File: src/rtl/memory_arbiter_pkg.sv
// Shared defaults and grant encoding for the three-port memory arbiter.
package memory_arbiter_pkg;

    localparam int DEF_ADDR_W = 10;
    localparam int DEF_DATA_W = 8;
    localparam int DEF_RD_LAT = 1;

    localparam logic [1:0] GNT_NONE = 2'd0;
    localparam logic [1:0] GNT_W    = 2'd1;
    localparam logic [1:0] GNT_A    = 2'd2;
    localparam logic [1:0] GNT_B    = 2'd3;

    // Bit 0 = writer, bit 1 = reader A, bit 2 = reader B.
    function automatic logic [1:0] grant_code(input logic [2:0] onehot);
        logic [1:0] code;
        code = GNT_NONE;
        if (onehot[0])
            code = GNT_W;
        else if (onehot[1])
            code = GNT_A;
        else if (onehot[2])
            code = GNT_B;
        return code;
    endfunction

endpackage

File: src/rtl/memory_arbiter_rr_arbiter3.sv
// Three-way round-robin arbiter: W -> A -> B -> W, with the last winner
// dropping to lowest priority.
module rr_arbiter3
    import memory_arbiter_pkg::*;
(
    input  logic       clk,
    input  logic       reset,
    input  logic [2:0] req,
    output logic [2:0] grant
);

    // ptr names the requester that currently has highest priority.
    logic [1:0] ptr;

    // Scan requesters starting at ptr and pick the first one asking.
    always_comb begin
        grant = 3'b000;
        case (ptr)
            GNT_A: begin
                if (req[1])      grant = 3'b010;
                else if (req[2]) grant = 3'b100;
                else if (req[0]) grant = 3'b001;
            end
            GNT_B: begin
                if (req[2])      grant = 3'b100;
                else if (req[0]) grant = 3'b001;
                else if (req[1]) grant = 3'b010;
            end
            default: begin
                if (req[0])      grant = 3'b001;
                else if (req[1]) grant = 3'b010;
                else if (req[2]) grant = 3'b100;
            end
        endcase
    end

    // Hand top priority to the requester after the winner; idle cycles keep it.
    always_ff @(posedge clk) begin
        if (reset) begin
            ptr <= GNT_W;
        end else begin
            case (grant_code(grant))
                GNT_W:   ptr <= GNT_A;
                GNT_A:   ptr <= GNT_B;
                GNT_B:   ptr <= GNT_W;
                default: ptr <= ptr;
            endcase
        end
    end

endmodule

File: src/rtl/memory_arbiter.sv
// Arbitrates one writer and two readers onto a single memory port. All
// memory-side signals are registered; read data comes back through a
// per-reader valid pipeline matched to the memory read latency.
module memory_arbiter
    import memory_arbiter_pkg::*;
#(
    parameter int ADDR_W = DEF_ADDR_W,
    parameter int DATA_W = DEF_DATA_W,
    parameter int RD_LAT = DEF_RD_LAT
) (
    input  logic              Clock,
    input  logic              Reset,
    input  logic              iWrReq,
    input  logic [ADDR_W-1:0] iWrAddr,
    input  logic [DATA_W-1:0] iWrData,
    output logic              oWrAck,
    input  logic              iRdReqA,
    input  logic [ADDR_W-1:0] iRdAddrA,
    output logic              oRdAckA,
    output logic [DATA_W-1:0] oRdDataA,
    output logic              oRdValidA,
    input  logic              iRdReqB,
    input  logic [ADDR_W-1:0] iRdAddrB,
    output logic              oRdAckB,
    output logic [DATA_W-1:0] oRdDataB,
    output logic              oRdValidB,
    output logic              oMemWriteEnable,
    output logic [ADDR_W-1:0] oMemAddress,
    output logic [DATA_W-1:0] oMemDataIn,
    output logic              oMemReadtoa,
    output logic              oMemReadtob,
    input  logic [DATA_W-1:0] iMemDataOuta,
    input  logic [DATA_W-1:0] iMemDataOutb
);

    logic [2:0]      req_live;
    logic [2:0]      grant;
    logic [RD_LAT:0] pipe_a;
    logic [RD_LAT:0] pipe_b;

    // A requester being acked this cycle is not eligible again until next cycle.
    assign req_live = {iRdReqB & ~oRdAckB, iRdReqA & ~oRdAckA, iWrReq & ~oWrAck};

    rr_arbiter3 u_rr (
        .clk   (Clock),
        .reset (Reset),
        .req   (req_live),
        .grant (grant)
    );

    assign oRdValidA = pipe_a[RD_LAT];
    assign oRdValidB = pipe_b[RD_LAT];

    // Register the winner's strobe, ack, address and write data; idle holds address/data.
    always_ff @(posedge Clock) begin
        if (Reset) begin
            oWrAck          <= 1'b0;
            oRdAckA         <= 1'b0;
            oRdAckB         <= 1'b0;
            oMemWriteEnable <= 1'b0;
            oMemReadtoa     <= 1'b0;
            oMemReadtob     <= 1'b0;
            oMemAddress     <= '0;
            oMemDataIn      <= '0;
        end else begin
            oWrAck          <= grant[0];
            oRdAckA         <= grant[1];
            oRdAckB         <= grant[2];
            oMemWriteEnable <= grant[0];
            oMemReadtoa     <= grant[1];
            oMemReadtob     <= grant[2];
            case (grant_code(grant))
                GNT_W: begin
                    oMemAddress <= iWrAddr;
                    oMemDataIn  <= iWrData;
                end
                GNT_A:   oMemAddress <= iRdAddrA;
                GNT_B:   oMemAddress <= iRdAddrB;
                default: oMemAddress <= oMemAddress;
            endcase
        end
    end

    // Track each visible read strobe until its data is ready; reset drops in-flight reads.
    always_ff @(posedge Clock) begin
        if (Reset) begin
            pipe_a <= '0;
            pipe_b <= '0;
        end else begin
            pipe_a <= {pipe_a[RD_LAT-1:0], oMemReadtoa};
            pipe_b <= {pipe_b[RD_LAT-1:0], oMemReadtob};
        end
    end

    // Capture memory output in the cycle it is valid so it lines up with the valid pulse.
    always_ff @(posedge Clock) begin
        if (Reset) begin
            oRdDataA <= '0;
            oRdDataB <= '0;
        end else begin
            if (pipe_a[RD_LAT-1])
                oRdDataA <= iMemDataOuta;
            if (pipe_b[RD_LAT-1])
                oRdDataB <= iMemDataOutb;
        end
    end

endmodule
File: config.mk
export PLATFORM = sky130hd
export DESIGN_NAME = memory_arbiter
export DESIGN_NICKNAME = d
export VERILOG_FILES = /design/src/rtl/memory_arbiter_pkg.sv /design/src/rtl/memory_arbiter_rr_arbiter3.sv /design/src/rtl/memory_arbiter.sv
export SDC_FILE = /design/constraint.sdc
export NUM_CORES = 1
export LEC_CHECK = 0
export BUFFER_PORTS_ARGS = -buffer_cell sky130_fd_sc_hd__buf_2
export CELL_PAD_IN_SITES_DETAIL_PLACEMENT = 1
export CELL_PAD_IN_SITES_GLOBAL_PLACEMENT = 1
export CORE_ASPECT_RATIO = 0.75
export CORE_MARGIN = 8
export CORE_UTILIZATION = 29
export CTS_CLUSTER_SIZE = 30
export DETAILED_ROUTE_END_ITERATION = 6
export PLACE_DENSITY_LB_ADDON = 0.25
export SLEW_MARGIN = 20
export SYNTH_ARGS = -nofsm -noshare
export SYNTH_HDL_FRONTEND = slang
export SYNTH_SLANG_ARGS = --single-unit
File: constraint.sdc
create_clock -name Clock -period 1.4 [get_ports Clock]
set_clock_uncertainty 0.1 [all_clocks]
set_input_delay 0.07 -clock Clock [delete_from_list [all_inputs] [get_ports Clock]]
set_output_delay 0.07 -clock Clock [all_outputs]
set_load 0.02 [all_outputs]
==> flow_summary.ini, run 1 <==
[routing]
first_pass_iters = 4
wl_per_cell_um = 16.88
routed_wl_mm = 7.258
vias = 2065
ant_nets = 0
drc = 0
via_per_inst = 4.802
drt-initial-drc-count = 62

[power]
p_per_area_nw_per_um2 = 905.3
ir_worst_vdd_mv = 0.3307
power_mw = 2.944
leakage_nw = 1.416

[logic_synthesis]
netlist.area_leader.share_pct = 45.26
synthesis.nets = 258
syn_area_sq_um = 1902
syn_area_per_cell_sq_um = 9.557
yosys_register_bits = 43
syn_inst = 199
yosysSeqAreaShare_pct = 45.26
yosys-top-cells-area = dfxtp_1, mux2i_1, nand3_1
synth_cell_type_count = 35
synth_area_leader_cell = dfxtp_1
yosysWarnings = 0

[timing]
hold_viol_final = 0
slew_headroom_pct = 66.16
setup_slack_ns = -0.06704
clock.fmax_mhz = 681.6
slew_violations = 0
tns_ns = -0.4230
finalSetupViolations = 19
worst_slew_pin_slew_ns = 0.5077
timing.final.crit_period_ns = 1.467
rsz0062_at_grt = yes
finalCritPeriodShare_pct = 104.8

[worst_setup_path]
cpMostUsedCell = buf_4
r2r-end = oMemDataIn[0]
cp_max_fo = 11
required_ns = 1.53
worstSetupPathType = reg2reg
reg2reg_depth = 6
crit_path_cell_trace = buf_4 > nand3b_1 > buf_4 > nand3b_4 > nand2_1 > a21oi_2
max_stage_delay_ns = 0.35
worstSetupEndpointType = register
r2r-start = oMemReadtob
r2r_slack_ns = -0.07
startpoint_type = register
arrival_ns = 1.59
cp_slowest_cell = dfxtp_4
crit_buf_inv = 2
critPathTopFamily = simple AND/OR/NAND/NOR gates

[worst_hold_path]
min_path_type = in2reg
min_path_cells = 3
min_from = iRdAddrA[8]
whs_endpoint = oMemAddress[8]

[place]
dpl.hpwl_mm = 4.862
port_buffers = 100
gp_congestion = 0.7630
placed_cell_area_sq_um = 2539

[job]
drv_cap = 0

[floorplan]
num_io_pins = 101
initial_core_util_pct = 30.10
fp-row-count = 25
fp.dieH_um = 86.13
die_w_um = 109.5
dieArea_sq_um = 9432
coreArea_sq_um = 6319

[cts]
insertion_delay_ns = 0.29
cts.reportedPaths.clkPinSlew_ns = 0.08
cts-root-buf = clkbuf_8
cts_tree = yes
clock_sinks = 43
cts_buffers = 5
cts_buffer_depth = 2
h-tree-depth = 2

[global_route]
grt_pass1_vias = 2252
overflow = 0
antenna_found_initial = 0
grt_max_degree = 45
grt.total_usage_pct = 15.33
grt_first_pass_wirelength_mm = 11.52

[cells_and_area]
layout.nets = 407
fillers = 734
drive_gt1_share_pct = 47.85
area_growth_pct = 70.99
diodes = 0
stdcell_area_sq_um = 3252

[outcome]
status = finished, violations left
failed_checks = setup timing
-- worst min-delay path: stages --
cell and delay (ns):
buf_2 0.09, a32oi_1 0.06, a31oi_1 0.14
-- metrics by stage --
stage / hold slack (ns) / setup WS [ns] / std cells / util, %
floorplan: 0.08596 / 0.003191 / 199 / -
global placement: 0.1762 / 0.002735 / 378 / 40.18
detailed placement: 0.1779 / -0.03508 / 378 / 40.18
CTS: -0.02010 / -0.05239 / 428 / 49.33
global route: 0.01931 / -0.1367 / 430 / 51.47
finish: 0.01211 / -0.06704 / 430 / 51.47
-- state kept, by name, indices dropped and copies added, names as in the netlist --
name / flops
oMemAddress: 10
oMemDataIn: 8
oMemReadtoa: 1
oMemReadtob: 1
oMemWriteEnable: 1
oRdDataA: 8
oRdDataB: 8
pipe_a: 2
pipe_b: 2
u_rr.ptr: 2
-- worst max-delay path by stage --
stage | startpoint | end | slack, ns | depth (start not counted)
floorplan | oMemReadtob | oMemAddress[9] | 0.003 | 5
global placement | oMemReadtoa | oMemAddress[9] | 0.003 | 5
detailed placement | oMemReadtob | oMemAddress[0] | -0.04 | 6
CTS | oMemReadtob | oMemAddress[8] | -0.05 | 6
global route | oMemReadtob | oMemDataIn[0] | -0.14 | 6
finish | oMemReadtob | oMemDataIn[0] | -0.07 | 6
-- timing repair --
item                       4_1_cts  5_1_grt
resized for setup               15       27
hold buffers                    40        0
cloned                           1        0
hold endpoints to repair        35        0
setup endpoints to repair       18       19
pin swaps                       25       13
buffers inserted                 1        2
-- cell families (layout without fill, tap and decap cells) --
| logic type | count (synthesis) | in the layout | share of synthesized area (%) |
|---|---|---|---|
| flip-flops | 43 | 43 | 45.26 |
| AND/OR/NAND/NOR | 71 | 71 | 19.54 |
| multiplexers | 16 | 16 | 8.421 |
| buffers and inverters | 19 | 169 | 6.644 |
| AO/OA/AOI/OAI | 50 | 50 | 20.13 |
-- Yosys cell counts, drive strengths merged --
cell type	count
nor2	18
and2b	1
nand2	15
a32o	1
a211oi	1
buf	10
and4b	1
or2b	2
a21o	2
nand3	18
and3	1
o21ai	1
o221ai	2
a32oi	8
o21a	1
o21bai	8
or3b	1
a31oi	6
mux2i	16
dfxtp	43
a21oi	10
clkbuf	9
a41oi	2
nor2b	5
nand2b	5
o211ai	8
nand3b	3
and4bb	1
-- final cells by class --
class                           instances  area (sq um)  share of cell area [%]
Clock buffer                            7         76.32                   2.347
Clock inverter                          1         5.005                  0.1539
Tap cell                               81         101.3                   3.117
Multi-Input combinational cell        137          1095                   33.67
Sequential cell                        43         874.6                   26.89
Timing Repair Buffer                  161          1100                   33.82
-- layer usage --
layer	global-route usage, %	share of wire, %
met5	0	0
met4	3.667	0.56
met3	4.419	7.2
met2	24.86	48
met1	19.40	45
-- power breakdown --
part           switching (mW)  leakage, nW  internal, mW  total (mW)
logic                   0.432         1.02         0.397       0.829
registers              0.0458        0.354          1.30        1.34
clock network           0.419       0.0422         0.351       0.769
total                   0.897         1.42          2.05        2.94
-- cell usage in the layout (no fill, tap or decap), types with 8 or more instances in the layout --
cell and instances:
nor2_1 18, nand3_2 8, buf_4 16, dlygate4sd3_1 40, o21bai_1 8, nand2_1 14, dfxtp_1 38, o211ai_1 8
buf_2 100, mux2i_1 16, a21oi_2 9
Note: power is estimated with default switching activity, not from simulation.
==> run 2: changes to the inputs <==
--- a/config.mk
+++ b/config.mk
@@ -14,6 +14,7 @@
 export CTS_CLUSTER_SIZE = 30
 export DETAILED_ROUTE_END_ITERATION = 6
 export PLACE_DENSITY_LB_ADDON = 0.25
+export RECOVER_POWER = 50
 export SLEW_MARGIN = 20
 export SYNTH_ARGS = -nofsm -noshare
 export SYNTH_HDL_FRONTEND = slang
==> flow_summary.ini, run 2 (synthesis results as in run 1) <==
[timing]
finalSetupViolations = 19
clock.fmax_mhz = 681.1
slew_violations = 0
hold_viol_final = 0
tns_ns = -0.4204
slew_headroom_pct = 56.83
finalCritPeriodShare_pct = 104.9
setup_slack_ns = -0.06815
rsz0062_at_grt = yes
worst_slew_pin_slew_ns = 0.6475
timing.final.crit_period_ns = 1.468

[floorplan]
die_w_um = 109.5
num_io_pins = 101
dieArea_sq_um = 9432
initial_core_util_pct = 30.10
fp.dieH_um = 86.13
coreArea_sq_um = 6319
fp-row-count = 25

[cells_and_area]
layout.nets = 407
drive_gt1_share_pct = 38.97
top_register = oMemAddress
largest_reg_flops = 10
layout_commonest_cell = buf_2
diodes = 0
area_growth_pct = 68.55
fillers = 749
layout_common_cells = buf_2, dlygate4sd3_1, dfxtp_1

[worst_setup_path]
max_stage_delay_ns = 0.35
cp_max_fo = 11
required_ns = 1.53
cp_slowest_cell = dfxtp_4
critPathTopFamily = simple AND/OR/NAND/NOR gates
worstSetupPathType = reg2reg
startpoint_type = register
cpMostUsedCell = buf_4
crit_buf_inv = 2
arrival_ns = 1.60
crit_path_cell_trace = buf_4 > nand3b_1 > buf_4 > nand3b_4 > nand2_1 > a21oi_2
worstSetupEndpointType = register

[worst_hold_path]
min_path_type = in2reg

[cts]
cts_buffers = 5
clock_sinks = 43
cts.reportedPaths.clkPinSlew_ns = 0.09
cts-root-buf = clkbuf_8
cts_tree = yes
h-tree-depth = 2
insertion_delay_ns = 0.29
cts_buffer_depth = 2

[routing]
vias = 2071
drc = 0
drt-initial-drc-count = 64
first_pass_iters = 4
routed_wl_mm = 7.251
wl_per_cell_um = 16.86
ant_nets = 0
via_per_inst = 4.816

[global_route]
grt_first_pass_wirelength_mm = 11.52
antenna_found_initial = 0
grt.total_usage_pct = 15.33
grt_max_degree = 45
grt_pass1_vias = 2252
overflow = 0

[place]
gp_congestion = 0.7630
dpl.hpwl_mm = 4.862
port_buffers = 100

[job]
drv_cap = 0

[power]
power_mw = 2.930
ir_worst_vdd_mv = 0.3327
leakage_nw = 1.291
p_per_area_nw_per_um2 = 914.0

[outcome]
failed_checks = setup timing
status = finished, violations left
[run 2: tightest hold or removal path: stages]
cell	delay, ns
buf_2	0.09
a32oi_1	0.06
a31oi_1	0.14
[run 2: metrics by stage]
step	hold WS [ns]	worst slack [ns]	util, %	cells	area (sq um)
floorplan	0.08596	0.003191	-	199	1931
global placement	0.1762	0.002735	40.18	378	2539
detailed placement	0.1779	-0.03508	40.18	378	2539
CTS	-0.02010	-0.05239	49.33	428	3117
global route	0.02714	-0.1367	50.73	430	3206
finish	0.01179	-0.06815	50.73	430	3206
[run 2: final cells by class]
| type | instances | area [sq um] | area share [%] |
|---|---|---|---|
| flip-flops and latches | 43 | 870.8 | 27.17 |
| clock inverters | 1 | 5.005 | 0.1561 |
| clock buffers | 7 | 76.32 | 2.381 |
| well taps | 81 | 101.3 | 3.162 |
| repair buffers | 161 | 1057 | 32.98 |
| multi-input cells | 137 | 1095 | 34.15 |
[run 2: final timing paths]
| check | startpoint | endpoint | slack (ns) | cells past startpoint |
|---|---|---|---|---|
| worst min-delay path | iRdAddrA[8] | oMemAddress[8] | 0.01 | 3 |
| worst max register to register | oMemReadtob | oMemDataIn[0] | -0.07 | 6 |
| worst min register to register | oMemDataIn[4] | oMemDataIn[4] | 0.38 | 2 |
| worst max-delay path | oMemReadtob | oMemDataIn[0] | -0.07 | 6 |
[run 2: report_power, final]
group	switching [mW]	total, mW	leakage (nW)	internal (mW)
clock	0.418	0.769	0.0422	0.351
sequential	0.0469	1.35	0.353	1.30
combinational	0.431	0.814	0.896	0.383
total	0.896	2.93	1.29	2.03
[run 2: repair_timing]
item / CTS / global route
gates cloned: 1 / 0
resized for setup: 15 / 27
setup buffers: 1 / 2
hold endpoints to repair: 35 / 0
hold buffers: 40 / 0
pin swaps: 25 / 13
endpoints found under the setup margin: 18 / 19
[run 2: metal layers]
layer  up-vias  GRT usage (%)  wire length, um
met5         -              0                0
met3         2          4.419              507
li1       1015              -                -
met2        62          24.86             3457
met4         0          3.667               41
met1       992          19.40             3245
==> run 3: changes to the inputs <==
--- a/config.mk
+++ b/config.mk
@@ -5,12 +5,13 @@
 export SDC_FILE = /design/constraint.sdc
 export NUM_CORES = 1
 export LEC_CHECK = 0
+export ABC_AREA = 1
 export BUFFER_PORTS_ARGS = -buffer_cell sky130_fd_sc_hd__buf_2
 export CELL_PAD_IN_SITES_DETAIL_PLACEMENT = 1
 export CELL_PAD_IN_SITES_GLOBAL_PLACEMENT = 1
 export CORE_ASPECT_RATIO = 0.75
-export CORE_MARGIN = 8
-export CORE_UTILIZATION = 29
+export CORE_MARGIN = 2
+export CORE_UTILIZATION = 27
 export CTS_CLUSTER_SIZE = 30
 export DETAILED_ROUTE_END_ITERATION = 6
 export PLACE_DENSITY_LB_ADDON = 0.25
@@ -18,4 +19,5 @@
 export SLEW_MARGIN = 20
 export SYNTH_ARGS = -nofsm -noshare
 export SYNTH_HDL_FRONTEND = slang
+export SYNTH_HIERARCHICAL = 1
 export SYNTH_SLANG_ARGS = --single-unit
==> flow_summary.ini, run 3 <==
[floorplan]
initial_core_util_pct = 27.77
fp.dieH_um = 76.25
fp-row-count = 26
die_w_um = 100.3
dieArea_sq_um = 7651
coreArea_sq_um = 6766
num_io_pins = 101

[global_route]
grt.total_usage_pct = 18.34
grt_first_pass_wirelength_mm = 11.23
antenna_found_initial = 0
grt_max_degree = 25
overflow = 0
grt_pass1_vias = 2372

[routing]
drt-initial-drc-count = 53
vias = 2216
wl_per_cell_um = 13.61
drc = 0
first_pass_iters = 4
routed_wl_mm = 6.791
via_per_inst = 4.441
ant_nets = 0

[cells_and_area]
layout.nets = 473
post-route-util_pct = 48.10
diodes = 0
stdcell_area_sq_um = 3254
layout_common_cells = buf_2, nor2_1, dfxtp_1
top_register = oMemAddress
drive_gt1_share_pct = 39.76
layout_commonest_cell = buf_2
area_growth_pct = 73.17
largest_reg_flops = 10

[place]
gp_congestion = 0.8559
dpl.hpwl_mm = 4.594
placed_cell_area_sq_um = 2645
port_buffers = 100
place_ws_ns = -0.3004

[worst_setup_path]
startpoint_type = register
crit_path_cell_trace = nor2_4 > nand2_2 > o21ai_4 > nor2_4 > buf_6 > nor2_4 > nand3_1 > nand3_1 > nand2_1 > inv_1
worstSetupPathType = reg2reg
critPathTopFamily = simple AND/OR/NAND/NOR gates
crit_buf_inv = 2
r2r-start = oMemReadtoa
worstSetupEndpointType = register
required_ns = 1.54
max_stage_delay_ns = 0.36
critPathLaunch = oMemReadtoa
cp_max_fo = 5
cp_slowest_cell = dfxtp_4
arrival_ns = 1.78
cpMostUsedCell = nor2_4

[power]
power_mw = 3.552
ir_worst_vdd_mv = 0.4516
p_per_area_nw_per_um2 = 1091
leakage_nw = 1.744

[timing]
hold_viol_final = 0
finalCritPeriodShare_pct = 116.7
clock.fmax_mhz = 612.1
worst_slew_pin_slew_ns = 0.2961
tns_ns = -2.284
setup_slack_ns = -0.2336
slew_headroom_pct = 80.18
slew_violations = 0
finalSetupViolations = 14
timing.final.crit_period_ns = 1.634
rsz0062_at_grt = yes

[outcome]
status = finished, violations left
failed_checks = setup timing

[worst_hold_path]
min_path_type = in2reg
min_from = iRdAddrA[2]

[logic_synthesis]
async_reset_ff_share_pct = 0
ys.flop_type = dfxtp_1
netlist.area_leader.share_pct = 45.81
yosysWarnings = 6
yosys-top-cells-count = nor2_1, dfxtp_1, inv_1, o21ai_0, nand2_1
synth_area_leader_cell = dfxtp_1
yosys-top-cells-area = dfxtp_1, nor2_1, o21ai_0
synthesis.nets = 318
yosysSeqAreaShare_pct = 45.81
syn_inst = 259
yosysMostFrequentCell = nor2_1
syn_area_per_cell_sq_um = 7.256
syn_area_sq_um = 1879
yosys_register_bits = 43
synth_cell_type_count = 20
synth-edff-count = 0

[cts]
insertion_delay_ns = 0.29
cts_tree = yes
cts_buffers = 5
cts_buffer_depth = 2
clock_sinks = 43
cts-root-buf = clkbuf_8
h-tree-depth = 2
cts.reportedPaths.clkPinSlew_ns = 0.08

[job]
drv_cap = 0
==> run 3: cell types whose count changed after synthesis, sizes merged, moves of 3 or more <==
cell    delta
inv       +36
o21bai     -8
nand2b     -5
a32oi      -8
a21oi     -10
o21ai     +36
nand2     +13
clkbuf     -7
nor2b      -5
nor2      +50
nand3b     -3
nand3      +4
a31oi      -6
mux2i     -16
==> run 3: worst paths after layout <==
kind               endpoint  slack (ns)  cells after the start
max          oMemAddress[0]       -0.23                     10
max reg2reg  oMemAddress[0]       -0.23                     10
min          oMemAddress[2]        0.01                      5
min reg2reg     oRdDataA[6]        0.40                      2
==> run 3: area by class of cell <==
| class | count | area, sq um |
|---|---|---|
| clock buffer | 7 | 97.59 |
| clock inverter | 1 | 30.03 |
| fill | 871 | 3512 |
| inverter | 38 | 167.7 |
| multi-input combinational | 167 | 884.6 |
| sequential | 43 | 873.3 |
| tap | 84 | 105.1 |
| timing repair buffer | 159 | 1096 |
==> run 3: power breakdown <==
group / switching, mW / internal [mW]
sequential: 0.0593 / 1.33
combinational: 0.606 / 0.472
clock: 0.443 / 0.642
==> run 3: worst register-to-register path, stage by stage (launching register included) <==
cell and delay, ns:
dfxtp_4 0.36, nor2_4 0.14, nand2_2 0.10, o21ai_4 0.21, nor2_4 0.08, buf_6 0.14, nor2_4 0.14, nand3_1 0.10
nand3_1 0.10, nand2_1 0.06, inv_1 0.04
==> run 3: cells by family (layout without fill, tap and decap cells) <==
| kind of cell | after synthesis | count (layout) | share of synthesized area [%] |
|---|---|---|---|
| buffers and inverters | 50 | 205 | 12.18 |
| flip-flops | 43 | 43 | 45.81 |
| AO/OA/AOI/OAI | 46 | 46 | 14.65 |
| AND/OR/NAND/NOR | 120 | 121 | 27.36 |
==> run 3: repair_timing <==
item                                   CTS  global route
cloned                                   1             0
pin swaps                                8             2
hold buffers                            35             0
buffers inserted                         3             1
resized for setup                       12            14
setup endpoints to repair               19            19
endpoints found under the hold margin   41             0
==> run 3: metrics by stage <==
step                hold WS [ns]  std cells
CTS                     0.009695        498
global route             0.04939        499
finish                   0.01389        499
detailed placement        0.2000        451
global placement          0.1925        451
floorplan                 0.1049        259
==> run 3: metal layers <==
metal | routed length (um) | share of wire (%) | global-route usage [%] | vias up
met1 | 3090 | 46 | 23.24 | 1030
li1 | - | - | - | 1120
met5 | 0 | 0 | 0 | -
met3 | 261 | 3.8 | 3.578 | 8
met2 | 3355 | 49 | 32.01 | 58
met4 | 83 | 1.2 | 4.247 | 0
